[src/rtl/data_memory_arbiter_pkg.sv]
// Shared definitions for the data-memory arbiter: FSM encoding, port indices, lock defaults.
package dmem_arb_defs;

    typedef enum logic [1:0] {
        IDLE = 2'd0,
        OWN0 = 2'd1,
        OWN1 = 2'd2
    } arb_state_e;

    localparam logic PORT0        = 1'b0;
    localparam logic PORT1        = 1'b1;
    localparam int   LOCK_MAX_DEF = 16;
    localparam int   LOCK_CNT_W   = 8;

    function automatic logic other_port(input logic port);
        return ~port;
    endfunction

endpackage

[src/rtl/data_memory_arbiter_pick.sv]
// Two-input picker: a lone requester wins, contention goes to the port that is not last_gnt.
module dmem_arb_pick
    import dmem_arb_defs::*;
(
    input  logic req0,
    input  logic req1,
    input  logic last_gnt,
    output logic pick_valid,
    output logic pick
);

    // Select a winner among the active requesters.
    always_comb begin
        pick_valid = req0 | req1;
        pick       = PORT0;
        if (req0 && req1) begin
            pick = other_port(last_gnt);
        end else if (req1) begin
            pick = PORT1;
        end else begin
            pick = PORT0;
        end
    end

endmodule

[src/rtl/data_memory_arbiter.sv]
// Two-port data-memory arbiter with locked sequences, lock timeout and read-data return routing.
// Build option DMEM_ARB_RR_EN: round-robin on contention in IDLE (default: port 0 has fixed priority).
module data_memory_arbiter
    import dmem_arb_defs::*;
#(
    parameter int ADDR_W   = 12,
    parameter int DATA_W   = 32,
    parameter int LOCK_MAX = LOCK_MAX_DEF
) (
    input  logic              clock,
    input  logic              reset,
    input  logic              req0,
    input  logic              req1,
    input  logic              we0,
    input  logic              we1,
    input  logic [ADDR_W-1:0] addr0,
    input  logic [ADDR_W-1:0] addr1,
    input  logic [3:0]        be0,
    input  logic [3:0]        be1,
    input  logic [DATA_W-1:0] wdata0,
    input  logic [DATA_W-1:0] wdata1,
    input  logic              lock0,
    input  logic              lock1,
    output logic              gnt0,
    output logic              gnt1,
    output logic              rvalid0,
    output logic              rvalid1,
    output logic [DATA_W-1:0] rdata0,
    output logic [DATA_W-1:0] rdata1,
    output logic [ADDR_W-1:0] mem_address,
    output logic [3:0]        mem_byteena,
    output logic [DATA_W-1:0] mem_data,
    output logic              mem_wren,
    input  logic [DATA_W-1:0] mem_q,
    output logic              lock_timeout
);

    arb_state_e            state_r;
    logic [LOCK_CNT_W-1:0] lock_cnt_r;
    logic                  hand_r;
    logic                  hand_port_r;
    logic                  rd_pend_r;
    logic                  rd_port_r;
    logic                  lock_timeout_r;

    logic base_last_s;
    logic last_gnt_s;
    logic pick_valid_s;
    logic pick_s;
    logic sel0_s;
    logic sel1_s;
    logic gnt0_s;
    logic gnt1_s;
    logic any_gnt_s;
    logic gnt_port_s;
    logic gnt_we_s;
    logic own_port_s;
    logic own_lock_s;
    logic cnt_hit_s;
    logic rvalid0_s;
    logic rvalid1_s;

`ifdef DMEM_ARB_RR_EN
    logic last_gnt_r;

    // Round-robin history: remember the most recent winner.
    always_ff @(posedge clock) begin
        if (reset) begin
            last_gnt_r <= PORT1;
        end else if (any_gnt_s) begin
            last_gnt_r <= gnt_port_s;
        end else begin
            last_gnt_r <= last_gnt_r;
        end
    end

    assign base_last_s = last_gnt_r;
`else
    assign base_last_s = PORT1;
`endif

    // After a forced release the timed-out port is treated as the last winner so the other side goes first.
    assign last_gnt_s = hand_r ? hand_port_r : base_last_s;

    dmem_arb_pick u_pick (
        .req0       (req0),
        .req1       (req1),
        .last_gnt   (last_gnt_s),
        .pick_valid (pick_valid_s),
        .pick       (pick_s)
    );

    assign own_port_s = (state_r == OWN1) ? PORT1 : PORT0;
    assign own_lock_s = own_port_s ? lock1 : lock0;
    assign cnt_hit_s  = (lock_cnt_r == LOCK_CNT_W'(LOCK_MAX - 1));

    // Eligibility: the picker decides in IDLE, otherwise only the owner may be selected.
    always_comb begin
        sel0_s = 1'b0;
        sel1_s = 1'b0;
        case (state_r)
            IDLE: begin
                sel0_s = pick_valid_s & (pick_s == PORT0);
                sel1_s = pick_valid_s & (pick_s == PORT1);
            end
            OWN0: sel0_s = 1'b1;
            OWN1: sel1_s = 1'b1;
            default: begin
                sel0_s = 1'b0;
                sel1_s = 1'b0;
            end
        endcase
    end

    assign gnt0_s     = req0 & sel0_s & ~reset;
    assign gnt1_s     = req1 & sel1_s & ~reset;
    assign any_gnt_s  = gnt0_s | gnt1_s;
    assign gnt_port_s = gnt1_s;
    assign gnt_we_s   = gnt1_s ? we1 : (gnt0_s & we0);

    assign gnt0        = gnt0_s;
    assign gnt1        = gnt1_s;
    assign mem_address = gnt1_s ? addr1  : addr0;
    assign mem_byteena = gnt1_s ? be1    : be0;
    assign mem_data    = gnt1_s ? wdata1 : wdata0;
    assign mem_wren    = gnt_we_s;

    // Ownership FSM with lock counter, forced release and hand-over flag.
    always_ff @(posedge clock) begin
        if (reset) begin
            state_r        <= IDLE;
            lock_cnt_r     <= {LOCK_CNT_W{1'b0}};
            hand_r         <= 1'b0;
            hand_port_r    <= PORT0;
            lock_timeout_r <= 1'b0;
        end else begin
            lock_timeout_r <= 1'b0;
            case (state_r)
                IDLE: begin
                    lock_cnt_r <= {LOCK_CNT_W{1'b0}};
                    if (any_gnt_s) begin
                        hand_r <= 1'b0;
                    end
                    if (gnt0_s && lock0) begin
                        state_r <= OWN0;
                    end else if (gnt1_s && lock1) begin
                        state_r <= OWN1;
                    end
                end
                OWN0, OWN1: begin
                    if (!own_lock_s) begin
                        state_r    <= IDLE;
                        lock_cnt_r <= {LOCK_CNT_W{1'b0}};
                    end else if (cnt_hit_s) begin
                        state_r        <= IDLE;
                        lock_cnt_r     <= LOCK_CNT_W'(LOCK_MAX);
                        lock_timeout_r <= 1'b1;
                        hand_r         <= 1'b1;
                        hand_port_r    <= own_port_s;
                    end else if (lock_cnt_r != {LOCK_CNT_W{1'b1}}) begin
                        lock_cnt_r <= lock_cnt_r + LOCK_CNT_W'(1);
                    end
                end
                default: begin
                    state_r <= IDLE;
                end
            endcase
        end
    end

    // Read-return tracking: memory answers one cycle after the grant.
    always_ff @(posedge clock) begin
        if (reset) begin
            rd_pend_r <= 1'b0;
            rd_port_r <= PORT0;
        end else begin
            rd_pend_r <= any_gnt_s & ~gnt_we_s;
            rd_port_r <= gnt_port_s;
        end
    end

    // A read in flight when reset arrives is dropped rather than delivered.
    assign rvalid0_s = rd_pend_r & (rd_port_r == PORT0) & ~reset;
    assign rvalid1_s = rd_pend_r & (rd_port_r == PORT1) & ~reset;

    assign rvalid0      = rvalid0_s;
    assign rvalid1      = rvalid1_s;
    assign rdata0       = rvalid0_s ? mem_q : {DATA_W{1'b0}};
    assign rdata1       = rvalid1_s ? mem_q : {DATA_W{1'b0}};
    assign lock_timeout = lock_timeout_r;

endmodule

[config.mk]
export PLATFORM = sky130hd
export DESIGN_NAME = data_memory_arbiter
export DESIGN_NICKNAME = d
export VERILOG_FILES = /design/src/rtl/data_memory_arbiter_pkg.sv /design/src/rtl/data_memory_arbiter_pick.sv /design/src/rtl/data_memory_arbiter.sv
export SDC_FILE = /design/constraint.sdc
export NUM_CORES = 1
export LEC_CHECK = 0
export ABC_AREA = 1
export BUFFER_PORTS_ARGS = -buffer_cell sky130_fd_sc_hd__buf_2
export CORE_AREA = 8 8 92 94
export CTS_BUF_LIST = sky130_fd_sc_hd__clkbuf_16
export CTS_CLUSTER_DIAMETER = 150
export DETAILED_ROUTE_END_ITERATION = 8
export DIE_AREA = 0 0 100 102
export HOLD_SLACK_MARGIN = 0.05
export MAX_ROUTING_LAYER = met4
export PLACE_DENSITY = 0.78
export SYNTH_ARGS = -nofsm -noshare
export SYNTH_HDL_FRONTEND = slang
export SYNTH_SLANG_ARGS = --single-unit
[constraint.sdc]
create_clock -name clock -period 2.4 [get_ports clock]
set_clock_uncertainty 0.2 [all_clocks]
set_input_delay 0.12 -clock clock [delete_from_list [all_inputs] [get_ports clock]]
set_output_delay 0.12 -clock clock [all_outputs]
set_load 0.01 [all_outputs]
### Yosys cells after proc, flatten, opt, wreduce, memory -nomap -nowiden

Cells that the tools add are included.

* bits in registers: 15
* input port bits: 136
* output and inout port bits: 118

* $add $sub $neg: 1
* equal/unequal tests: 10
* multiplexer cells: 27
* bitwise operators: 21
* reductions and logical operators: 11

Operator list (count)
* 32-bit 2-to-1 mux: 3
* 8-bit 2-to-1 mux: 3
* 8-bit one-hot mux with 2 select lines: 1
* 1-bit bitwise AND: 12
* 12-bit 2-to-1 mux: 1
* 1-bit 2-to-1 mux: 10
* 8-bit by 1-bit adder with 8-bit output, second input constant: 1
* 8-bit by 4-bit equality test with 1-bit output, second input constant: 1
* 2-bit 2-to-1 mux: 4
* 8-bit inequality test, second input constant: 1
* 1-bit NOT: 7
* 2-bit inequality test, second input constant: 3
* 3-bit inequality test, second input constant: 2
* 1-bit one-hot mux with 2 select lines: 3
* 4-bit 2-to-1 mux: 1
* 4-bit inequality test, second input constant: 1
* 2-bit one-hot mux with 2 select lines: 1
* 2-bit AND reduction: 2
* 4-bit AND reduction: 1
* 1-bit logical AND: 3
* 3-bit AND reduction: 1
* 3-bit OR reduction: 1
* 2-bit by 1-bit equality test with 1-bit output, second input constant: 1
* 2-bit equality test, second input constant: 1
* other kinds (4): 5

### Longest topological paths before layout

Gate-level depths: netlist of run 1.

* depth in word-level cells: 12
* gate-level depth with buffers: 12
* gate-level depth less buffers: 12

### By module

Synthesis of run 1 repeated with hierarchy kept, for this count alone.

* cells, all modules: 414
* area, all modules: 2067.0 µm²

By module, submodules not included
* data_memory_arbiter: times used 1, cells each 411, area each 2052.0 µm²
* dmem_arb_pick: times used 1, cells each 3, area each 15.0 µm²

### Worst setup path before layout of run 1

Ideal clock, no wire load.

* kind: register to register
* from: reg state_r[0]
* to: reg lock_cnt_r[2]
* arrival: 1.457 ns
* required time: 2.085 ns
* setup slack: 0.627 ns
* stages on the path, launching flop included: 11
* period minus slack after synthesis: 1.773 ns
* cells stage by stage: dfxtp_1 -> inv_1 -> ha_1 -> o21a_1 -> nor2_4 -> nand2_4 -> nand2_4 -> nand2_8 -> nand2_1 -> xor2_1 -> nor2_1

* longest elaborated chain between the ends: 5

Ends and longest elaborated chain
* from (decl): line data_memory_arbiter.sv:38 `arb_state_e state_r;`
* from (signal assigned): line data_memory_arbiter.sv:131 `state_r <= IDLE;`
* from (signal assigned): line data_memory_arbiter.sv:145 `state_r <= OWN0;`
* from (signal assigned): line data_memory_arbiter.sv:147 `state_r <= OWN1;`
* 2-bit equality test *: line data_memory_arbiter.sv:93 `assign own_port_s = (state_r == OWN1) ? PORT1 : PORT0;`
* 1-bit 2-to-1 mux *: line data_memory_arbiter.sv:93
* named net own_port_s: line data_memory_arbiter.sv:57 `logic own_port_s;`
* 1-bit 2-to-1 mux *: line data_memory_arbiter.sv:94 `assign own_lock_s = own_port_s ? lock1 : lock0;`
* 4-bit inequality test (no source line) or 8-bit 2-to-1 mux (tied branches)
* 2-bit AND reduction (no source line) or 8-bit one-hot mux with 2 select lines (tied branches)
* to (signal assigned): line data_memory_arbiter.sv:132 `lock_cnt_r <= {LOCK_CNT_W{1'b0}};`
* to (signal assigned): line data_memory_arbiter.sv:140 `lock_cnt_r <= {LOCK_CNT_W{1'b0}};`
* to (signal assigned): line data_memory_arbiter.sv:153 `lock_cnt_r <= {LOCK_CNT_W{1'b0}};`
* to (decl): line data_memory_arbiter.sv:39 `logic [LOCK_CNT_W-1:0] lock_cnt_r;`

Mark *: on every way through the listed nets, which the timed path passes. The rest lies on a longest branch.
A chain may end at the register's enable or synchronous reset.

### Final worst setup path of run 1

* from: in reset
* to: out rdata0[31]

* longest elaborated chain between the ends: 3

Ends and longest elaborated chain
* from (decl): line data_memory_arbiter.sv:11 `input logic reset,`
* 1-bit NOT: line data_memory_arbiter.sv:183 `assign rvalid0_s = rd_pend_r & (rd_port_r == PORT0) & ~reset;`
* 1-bit bitwise AND: line data_memory_arbiter.sv:183
* 32-bit 2-to-1 mux: line data_memory_arbiter.sv:188 `assign rdata0 = rvalid0_s ? mem_q : {DATA_W{1'b0}};`
* to (decl): line data_memory_arbiter.sv:28 `output logic [DATA_W-1:0] rdata0,`

No other way between the ends.

==> results.toml, run 1 <==
[drt]
drt_wl_total_um = 10100
dr.pass1.iters = 4
drc = 0
drtAntennaViolNets = 0
vias = 3196
drtIter0Drc = 106
avgRoutedWirePerCell_um = 13.6
vias_per_cell = 4.29

[yosys]
yosys_most_used_dff = "dfxtp_1"
synth_seq_cells = 15
synthTopCellsByArea = "nand2_1, dfxtp_1, nor2_1"
yosys_warnings = 0
yosys.area.top_type = "nand2_1"
synth_top_area_share_pct = 33.2
synth_edf_count = 0
syn_area_um2 = 1930
syn_area_per_cell_um2 = 4.93
ys_seq_area_share_pct = 15.5
async_flop_share_pct = 0
synthCells = 392
synth_nets = 533
synth_cell_type_count = 28

[critical_path]
arrival_ns = 2.03
startpoint_type = "input port"
cp_max_fo = 32
worst-setup-path-type = "input port to output port"
reg2reg_from = "state_r[0]$_SDFFE_PP0P_"
end_kind = "output port"
cp.required_ns = 2.08
reg2reg_depth = 9
worstSetupStartpoint = "reset"

[sta]
maxClockFrequency_mhz = 425
fin_crit_sh_pct = 98.1
min_period_ns = 2.35
slew_violations = 0
hold_viol_final = 0
tightestPinTransition_ns = 0.908
setup_viol = 0
rsz0062_at_grt = "yes"
relSlewSlack_pct = 39.4

[grt]
gr-total-overflow = 0
grt_usage_pct = 18.0
grt_pass1_wl_um = 14600
grt_max_degree = 47
grt_pass1_vias = 3145
antenna_found_initial = 2

[floorplanning]
coreArea_um2 = 7060
ios = 254
die_w_um = 100
initial_core_util_pct = 27.4
fp.dieH_um = 102
dieArea_um2 = 10200
rows = 31

[cts]
cts_buffers = 3
cts-root-buf = "clkbuf_16"
htree_levels = 1
cts_tree = "built"
clock-sinks = 15
clock_path_buffers = 2
clk_latency_ns = 0.24
cts.reportedPaths.clkPinSlew_ns = 0.04

[final_layout]
fillCellCount = 719
mostFrequentLayoutCell = "buf_2"
multi_input_area_um2 = 1320
syn2layout_area_growth_pct = 78.4
drive_gt1_share_pct = 43.9
layout_common_cells = "buf_2, nand2_1, nor2_1"
fin_cells = 745
final_util_pct = 48.9
fin_nets = 786
seq_area_um2 = 300

[placement]
dp_hpwl_um = 8750
place_inst = 730
finalWeightedCongestion = 0.929
numPortBuffers = 253

[power]
p_leak_nw = 2.40
p_per_area_nw_per_um2 = 437
peakVddDrop_mv = 0.209

[min_path]
hold_path_startpoint = "lock1"
whs_path_depth = 4
hold_class = "input port to flip-flop"

[flow_run]
max-cap-violations = 0

[status]
status = "finished, final reports clean"
==> cell usage after synthesis, types with 3 or more instances <==
cell type,n
nand2_1,171
inv_1,60
nor2_1,74
nor2_4,3
a21oi_1,8
xor2_1,4
inv_2,3
nand2_2,3
clkbuf_1,9
dfxtp_1,15
o21ai_0,3
nand3_1,8
nor3_1,4
buf_2,6
ha_1,5
==> path summary, 6_finish.rpt <==
check | end | slack [ns]
setup / recovery | rdata0[31] | 0.05
hold / removal | state_r[0]$_SDFFE_PP0P_ | 0.07
hold reg to reg | hand_r$_SDFFE_PP0P_ | 0.25
setup reg to reg | rd_pend_r$_SDFF_PP0_ | 0.19
==> worst max-delay path, stage by stage <==
cell,delay [ns]
dlygate4sd3_1,0.54
buf_2,0.19
nor3_1,0.28
inv_1,0.44
nor2_1,0.28
buf_2,0.17
==> final cells by class <==
cell class / count / share of cell area, %
clock inverters: 1 / 0.109
diodes: 2 / 0.145
well taps: 99 / 3.59
repair buffers: 264 / 39.7
clock buffers: 3 / 2.18
repair inverters: 1 / 0.218
flip-flops and latches: 15 / 8.70
multi-input cells: 296 / 38.2
inverters: 64 / 7.14
==> logic make-up (layout without fill, tap and decap cells) <==
kind of cell | Yosys count | after routing | share of synthesized area [%]
XOR/XNOR | 4 | 4 | 1.81
AND/OR/NAND/NOR | 271 | 271 | 58.0
multiplexers | 1 | 1 | 0.517
other | 0 | 2 | 0
AO/OA/AOI/OAI | 15 | 15 | 4.33
flip-flops | 15 | 15 | 15.5
buffers and inverters | 81 | 333 | 16.6
adder cells (fa/ha/maj) | 5 | 5 | 3.23
==> state kept, by name, summed over array words and instances (netlist names) <==
register and flops:
hand_r 1, lock_timeout 1, hand_port_r 1, state_r 2
rd_pend_r 1, rd_port_r 1, lock_cnt_r 8
==> per-layer routing <==
metal / GRT usage (%) / vias up / wire [um]
li1: - / 1645 / -
met1: 18.9 / 1335 / 3830
met2: 30.9 / 196 / 5060
met3: 5.04 / 20 / 1030
met4: 7.91 / 0 / 216
met5: - / - / 0
==> stage by stage <==
| stage | setup TNS (ns) | area [um2] | hold slack, ns | power [mW] | worst slack [ns] |
|---|---|---|---|---|---|
| 5_1_grt | -0.160 | 3450 | 0.122 | 1.64 | -0.0533 |
| 6_report | 0 | 3450 | 0.0653 | 1.51 | 0.0465 |
| 2_1_floorplan | 0 | 1930 | 0.0950 | 0.804 | 0.627 |
| 3_5_place_dp | 0 | 3280 | 0.213 | 1.18 | 0.466 |
| 3_3_place_gp | 0 | 3280 | 0.213 | 1.16 | 0.535 |
| 4_1_cts | 0 | 3400 | 0.0663 | 1.52 | 0.0416 |
==> where the power goes <==
group | total, mW | switching (mW) | internal (mW)
combinational | 0.899 | 0.536 | 0.363
sequential | 0.292 | 0.0161 | 0.276
clock | 0.317 | 0.0969 | 0.220
==> repair_timing <==
item,CTS,global route
setup endpoints to repair,0,26
hold buffers,4,0
endpoints found under the hold margin,6,0
setup buffers,0,4
gates resized for setup,0,3
(Power assumes the default switching activity.)
==> run 2: changes to the inputs <==
- ABC_AREA: 1 -> not set
- CORE_AREA: 8 8 92 94 -> 8 8 93 95
- DIE_AREA: 0 0 100 102 -> 0 0 101 103
- SYNTH_HIERARCHICAL: not set -> 1
==> run 2 against run 1 <==
The run now ends with negative setup slack left; critical path depth grew 3; combinational power grew 9.3%; core utilization grew 6.0 points.
==> results.toml, run 2 <==
[status]
status = "complete, but fails checks"
violations = "negative setup slack"

[placement]
place_area_um2 = 3370
finalWeightedCongestion = 0.858
dpl_worst_slack_ns = 0.0512
numPortBuffers = 253
place_inst = 573
dp_hpwl_um = 9190

[yosys]
synth_seq_cells = 15
yosys_warnings = 6
synth_top_area_share_pct = 21.1
synth_edf_count = 0
async_flop_share_pct = 0
yosys_most_used_dff = "dfxtp_1"
syn_area_um2 = 2030
yosysMostFrequentCell = "and2_1"
synthTopCellsByArea = "mux2_2, and2_1, dfxtp_1"
syn_area_per_cell_um2 = 8.79
ys_top_cells_by_count = "and2_1, mux2_2, dfxtp_1, mux2_4, nor2_1"
synth_cell_type_count = 51
synthCells = 231
yosys.area.top_type = "mux2_2"
ys_seq_area_share_pct = 14.8
synth_nets = 374

[final_layout]
fin_nets = 636
final_util_pct = 54.9
layout_common_cells = "buf_2, and2_1, buf_6"
design_area_um2 = 3920
regMostFlops = "lock_cnt_r"
fillCellCount = 697
largest_reg_flops = 8
fin_cells = 591
num_antenna_cells = 0
largestRegisters = "lock_cnt_r: 8 flops, state_r: 2 flops"
drive_gt1_share_pct = 69.5
syn2layout_area_growth_pct = 93.0
mostFrequentLayoutCell = "buf_2"

[sta]
relSlewSlack_pct = 44.8
setup_viol = 9
hold_viol_final = 0
maxClockFrequency_mhz = 412
slew_violations = 0
min_period_ns = 2.42
fin_crit_sh_pct = 101
tightestPinTransition_ns = 0.828
rsz0062_at_grt = "yes"
setup_slack_ns = -0.0250

[critical_path]
r2r_setup_slack_ns = 0.29
cp.required_ns = 2.08
startpoint_type = "flip-flop"
end_kind = "output port"
arrival_ns = 2.10
worst-setup-path-type = "flip-flop to output port"
cp_max_fo = 10

[flow_run]
max-cap-violations = 0

[grt]
grt_usage_pct = 19.6
gr-total-overflow = 0
antenna_found_initial = 0
grt_pass1_wl_um = 15700
grt_pass1_vias = 3055
grt_max_degree = 34

[power]
p_leak_nw = 2.11
p_per_area_nw_per_um2 = 409
peakVddDrop_mv = 0.239
power_mw = 1.60

[floorplanning]
dieArea_um2 = 10400
rows = 31
coreArea_um2 = 7140
die_w_um = 101
initial_core_util_pct = 28.5
fp.dieH_um = 103
ios = 254

[cts]
clock_path_buffers = 2
cts.reportedPaths.clkPinSlew_ns = 0.05
clk_latency_ns = 0.25
cts_tree = "built"
htree_levels = 1
clock-sinks = 15
cts-root-buf = "clkbuf_16"
cts_buffers = 3

[drt]
vias_per_cell = 4.77
vias = 2822
dr.pass1.iters = 4
drc = 0
drtAntennaViolNets = 0
drtIter0Drc = 116
avgRoutedWirePerCell_um = 19.0
drt_wl_total_um = 11200

[min_path]
hold_class = "input port to flip-flop"
[run 2: path summary, 6_finish.rpt]
| check | to | start | depth (start not counted) |
|---|---|---|---|
| hold reg to reg | hand_r$_SDFFE_PP0P_ | hand_r$_SDFFE_PP0P_ | 2 |
| hold / removal | hand_port_r$_SDFFE_PP0P_ | reset | 2 |
| setup / recovery | mem_data[2] | state_r[1]$_SDFFE_PP0P_ | 9 |
| setup reg to reg | hand_r$_SDFFE_PP0P_ | state_r[1]$_SDFFE_PP0P_ | 7 |
[run 2: cell families after synthesis]
| family | share of synthesized area [%] |
|---|---|
| fa+ha+maj | 4.31 |
| compound gates | 11.3 |
| simple gates | 33.2 |
| flops | 14.8 |
| mux | 29.6 |
| buf+inv | 6.28 |
| xor+xnor | 0.431 |
[run 2: final cells by class]
cell class / instances / area, um2 / share of cell area, %
clock buffers: 3 / 75.1 / 1.92
well taps: 99 / 124 / 3.16
inverters: 6 / 30.0 / 0.766
flip-flops and latches: 15 / 308 / 7.85
multi-input cells: 195 / 1730 / 44.1
clock inverters: 1 / 3.75 / 0.0958
repair buffers: 272 / 1650 / 42.1
[run 2: per-layer routing]
metal,up-vias,track usage [%],part of all wire [%]
met3,27,7.02,12
met1,1264,19.1,34
met2,192,35.2,52
met5,-,-,0
met4,0,7.10,2.3
li1,1339,-,-
[run 2: worst max-delay path, cell delays in order, from the launching register on]
cell	delay, ns
dfxtp_4	0.37
inv_4	0.09
ha_4	0.15
a31oi_4	0.10
nor4b_4	0.24
buf_4	0.17
buf_6	0.12
buf_12	0.13
mux2_2	0.35
buf_6	0.13
[run 2: where the power goes]
group	total, mW	switching [mW]	leakage [nW]	internal, mW
Clock	0.327	0.106	0.0423	0.221
Combinational	0.983	0.439	1.94	0.544
Sequential	0.292	0.0238	0.123	0.268
[run 2: what timing repair did]
action,4_1_cts,5_1_grt
hold endpoints to repair,2,0
hold buffers,3,0
gates cloned,2,0
resized for setup,53,19
setup endpoints to repair,49,49
setup buffers,10,0
pin swaps,4,0
[run 2: through the flow]
step / TNS (ns) / hold slack (ns)
finish: -0.144 / 0.0611
global route: -1.85 / 0.0862
CTS: -0.0109 / 0.0631
detailed placement: 0 / 0.133
global placement: 0 / 0.126
floorplan: 0 / 0.0257
==> run 3: changes to the inputs <==
- CTS_BUF_LIST: sky130_fd_sc_hd__clkbuf_16 -> sky130_fd_sc_hd__clkbuf_8 sky130_fd_sc_hd__clkbuf_16
==> run 3 against run 2 <==
The flow still finishes with violations (negative setup slack); via count down 0.96%; final area fell by 0.86%; sequential cell count unchanged; die area unchanged; count of clock-buffer cells in the layout stayed put; global-route usage up 0.23 points; register-to-register slack about the same.
==> results.toml, run 3 (synthesis gave the netlist of run 2 again) <==
[drt]
drtAntennaViolNets = 0
drtIter0Drc = 97
avgRoutedWirePerCell_um = 19.2
wl_met2_um = 5890
drc = 0
dr.pass1.iters = 4
top_layer = "met4"
wl_met3_um = 1310
vias = 2795
vias_per_cell = 4.73
drt_wl_total_um = 11400
drt-met1-wl_um = 3900

[final_layout]
mostFrequentLayoutCell = "buf_2"
syn2layout_area_growth_pct = 91.3
fin_nets = 636
regMostFlops = "lock_cnt_r"
final_util_pct = 54.4
num_antenna_cells = 0
largestRegisters = "lock_cnt_r: 8 flops, state_r: 2 flops"
fin_cells = 591
largest_reg_flops = 8
drive_gt1_share_pct = 69.5
layout_common_cells = "buf_2, and2_1, buf_6"

[cts]
clock-sinks = 15
cts_buffers = 3
htree_levels = 1
cts.reportedPaths.clkPinSlew_ns = 0.06
clk_latency_ns = 0.25
clock_path_buffers = 2
cts-root-buf = "clkbuf_8"
cts_tree = "built"

[sta]
fin_crit_sh_pct = 102
min_period_ns = 2.44
setup_viol = 13
relSlewSlack_pct = 44.2
fin_hold_ws_ns = 0.0606
maxClockFrequency_mhz = 410
slew_violations = 0
tightestPinTransition_ns = 0.837
setup_slack_ns = -0.0416
hold_viol_final = 0
rsz0062_at_grt = "yes"

[grt]
gr-total-overflow = 0
grt_max_degree = 34
antenna_found_initial = 0
grt_usage_pct = 19.8
grt_pass1_vias = 3070
grt_pass1_wl_um = 15900

[power]
p_per_area_nw_per_um2 = 382
p_leak_nw = 2.09
peakVddDrop_mv = 0.236

[flow_run]
max-cap-violations = 0

[status]
status = "complete, but fails checks"
violations = "negative setup slack"

[placement]
dpl_worst_slack_ns = 0.0512
dp_hpwl_um = 9190
finalWeightedCongestion = 0.858
place_inst = 573
numPortBuffers = 253

[critical_path]
arrival_ns = 2.12
worst-setup-path-type = "flip-flop to output port"
end_kind = "output port"
cp.required_ns = 2.08
cp_max_fo = 10
startpoint_type = "flip-flop"

[floorplanning]
coreArea_um2 = 7140
initial_core_util_pct = 28.5
rows = 31
fp.dieH_um = 103
die_w_um = 101
dieArea_um2 = 10400
ios = 254

[min_path]
hold_class = "input port to flip-flop"
run 3: cell counts in the layout (fill, tap and decap cells not counted):
No cell type changed its count.
run 3: final cells by class:
cell class	count	area (um2)
timing repair buffer	272	1650
clock buffer	3	41.3
fill	690	3250
multi-input combinational	195	1730
clock inverter	1	3.75
sequential	15	308
tap	99	124
inverter	6	30.0
run 3: repair_timing:
item	4_1_cts	5_1_grt
resized for setup	58	14
setup buffers	10	0
cloned	2	0
hold buffers	3	0
hold endpoints to repair	2	0
pin swaps	4	0
setup endpoints to repair	49	49
run 3: worst max-delay path, stage by stage, from the launching register on:
cell      delay (ns)
dfxtp_2         0.32
nand2b_4        0.14
a21boi_4        0.16
a31oi_4         0.11
nor4b_4         0.24
buf_4           0.17
buf_6           0.12
buf_12          0.13
mux2_2          0.33
buf_2           0.15
run 3: metal layers:
layer | global-route usage, % | vias to the layer above
met1 | 19.2 | 1255
li1 | - | 1336
met3 | 7.49 | 25
met4 | 7.79 | 0
met5 | - | -
met2 | 35.2 | 179
run 3: metrics by stage:
| stage | power (mW) | setup TNS, ns | instance area (um2) |
|---|---|---|---|
| 2_1_floorplan | 0.732 | 0 | 2030 |
| 3_3_place_gp | 1.01 | 0 | 3370 |
| 3_5_place_dp | 1.03 | 0 | 3370 |
| 4_1_cts | 1.46 | -0.243 | 3850 |
| 5_1_grt | 1.57 | -2.59 | 3880 |
| 6_report | 1.49 | -0.284 | 3880 |
run 3: path summary, 6_finish.rpt:
| path | slack, ns | end | start | cells after the start |
|---|---|---|---|---|
| max | -0.04 | mem_data[10] | hand_port_r$_SDFFE_PP0P_ | 9 |
| min | 0.06 | hand_port_r$_SDFFE_PP0P_ | reset | 2 |
| max reg2reg | 0.30 | hand_r$_SDFFE_PP0P_ | hand_port_r$_SDFFE_PP0P_ | 7 |
| min reg2reg | 0.28 | hand_r$_SDFFE_PP0P_ | hand_r$_SDFFE_PP0P_ | 2 |
run 3: power breakdown:
part	total, mW	switching (mW)	internal [mW]
logic	0.985	0.440	0.545
clock network	0.210	0.0961	0.114
registers	0.291	0.0238	0.268
total	1.49	0.560	0.926
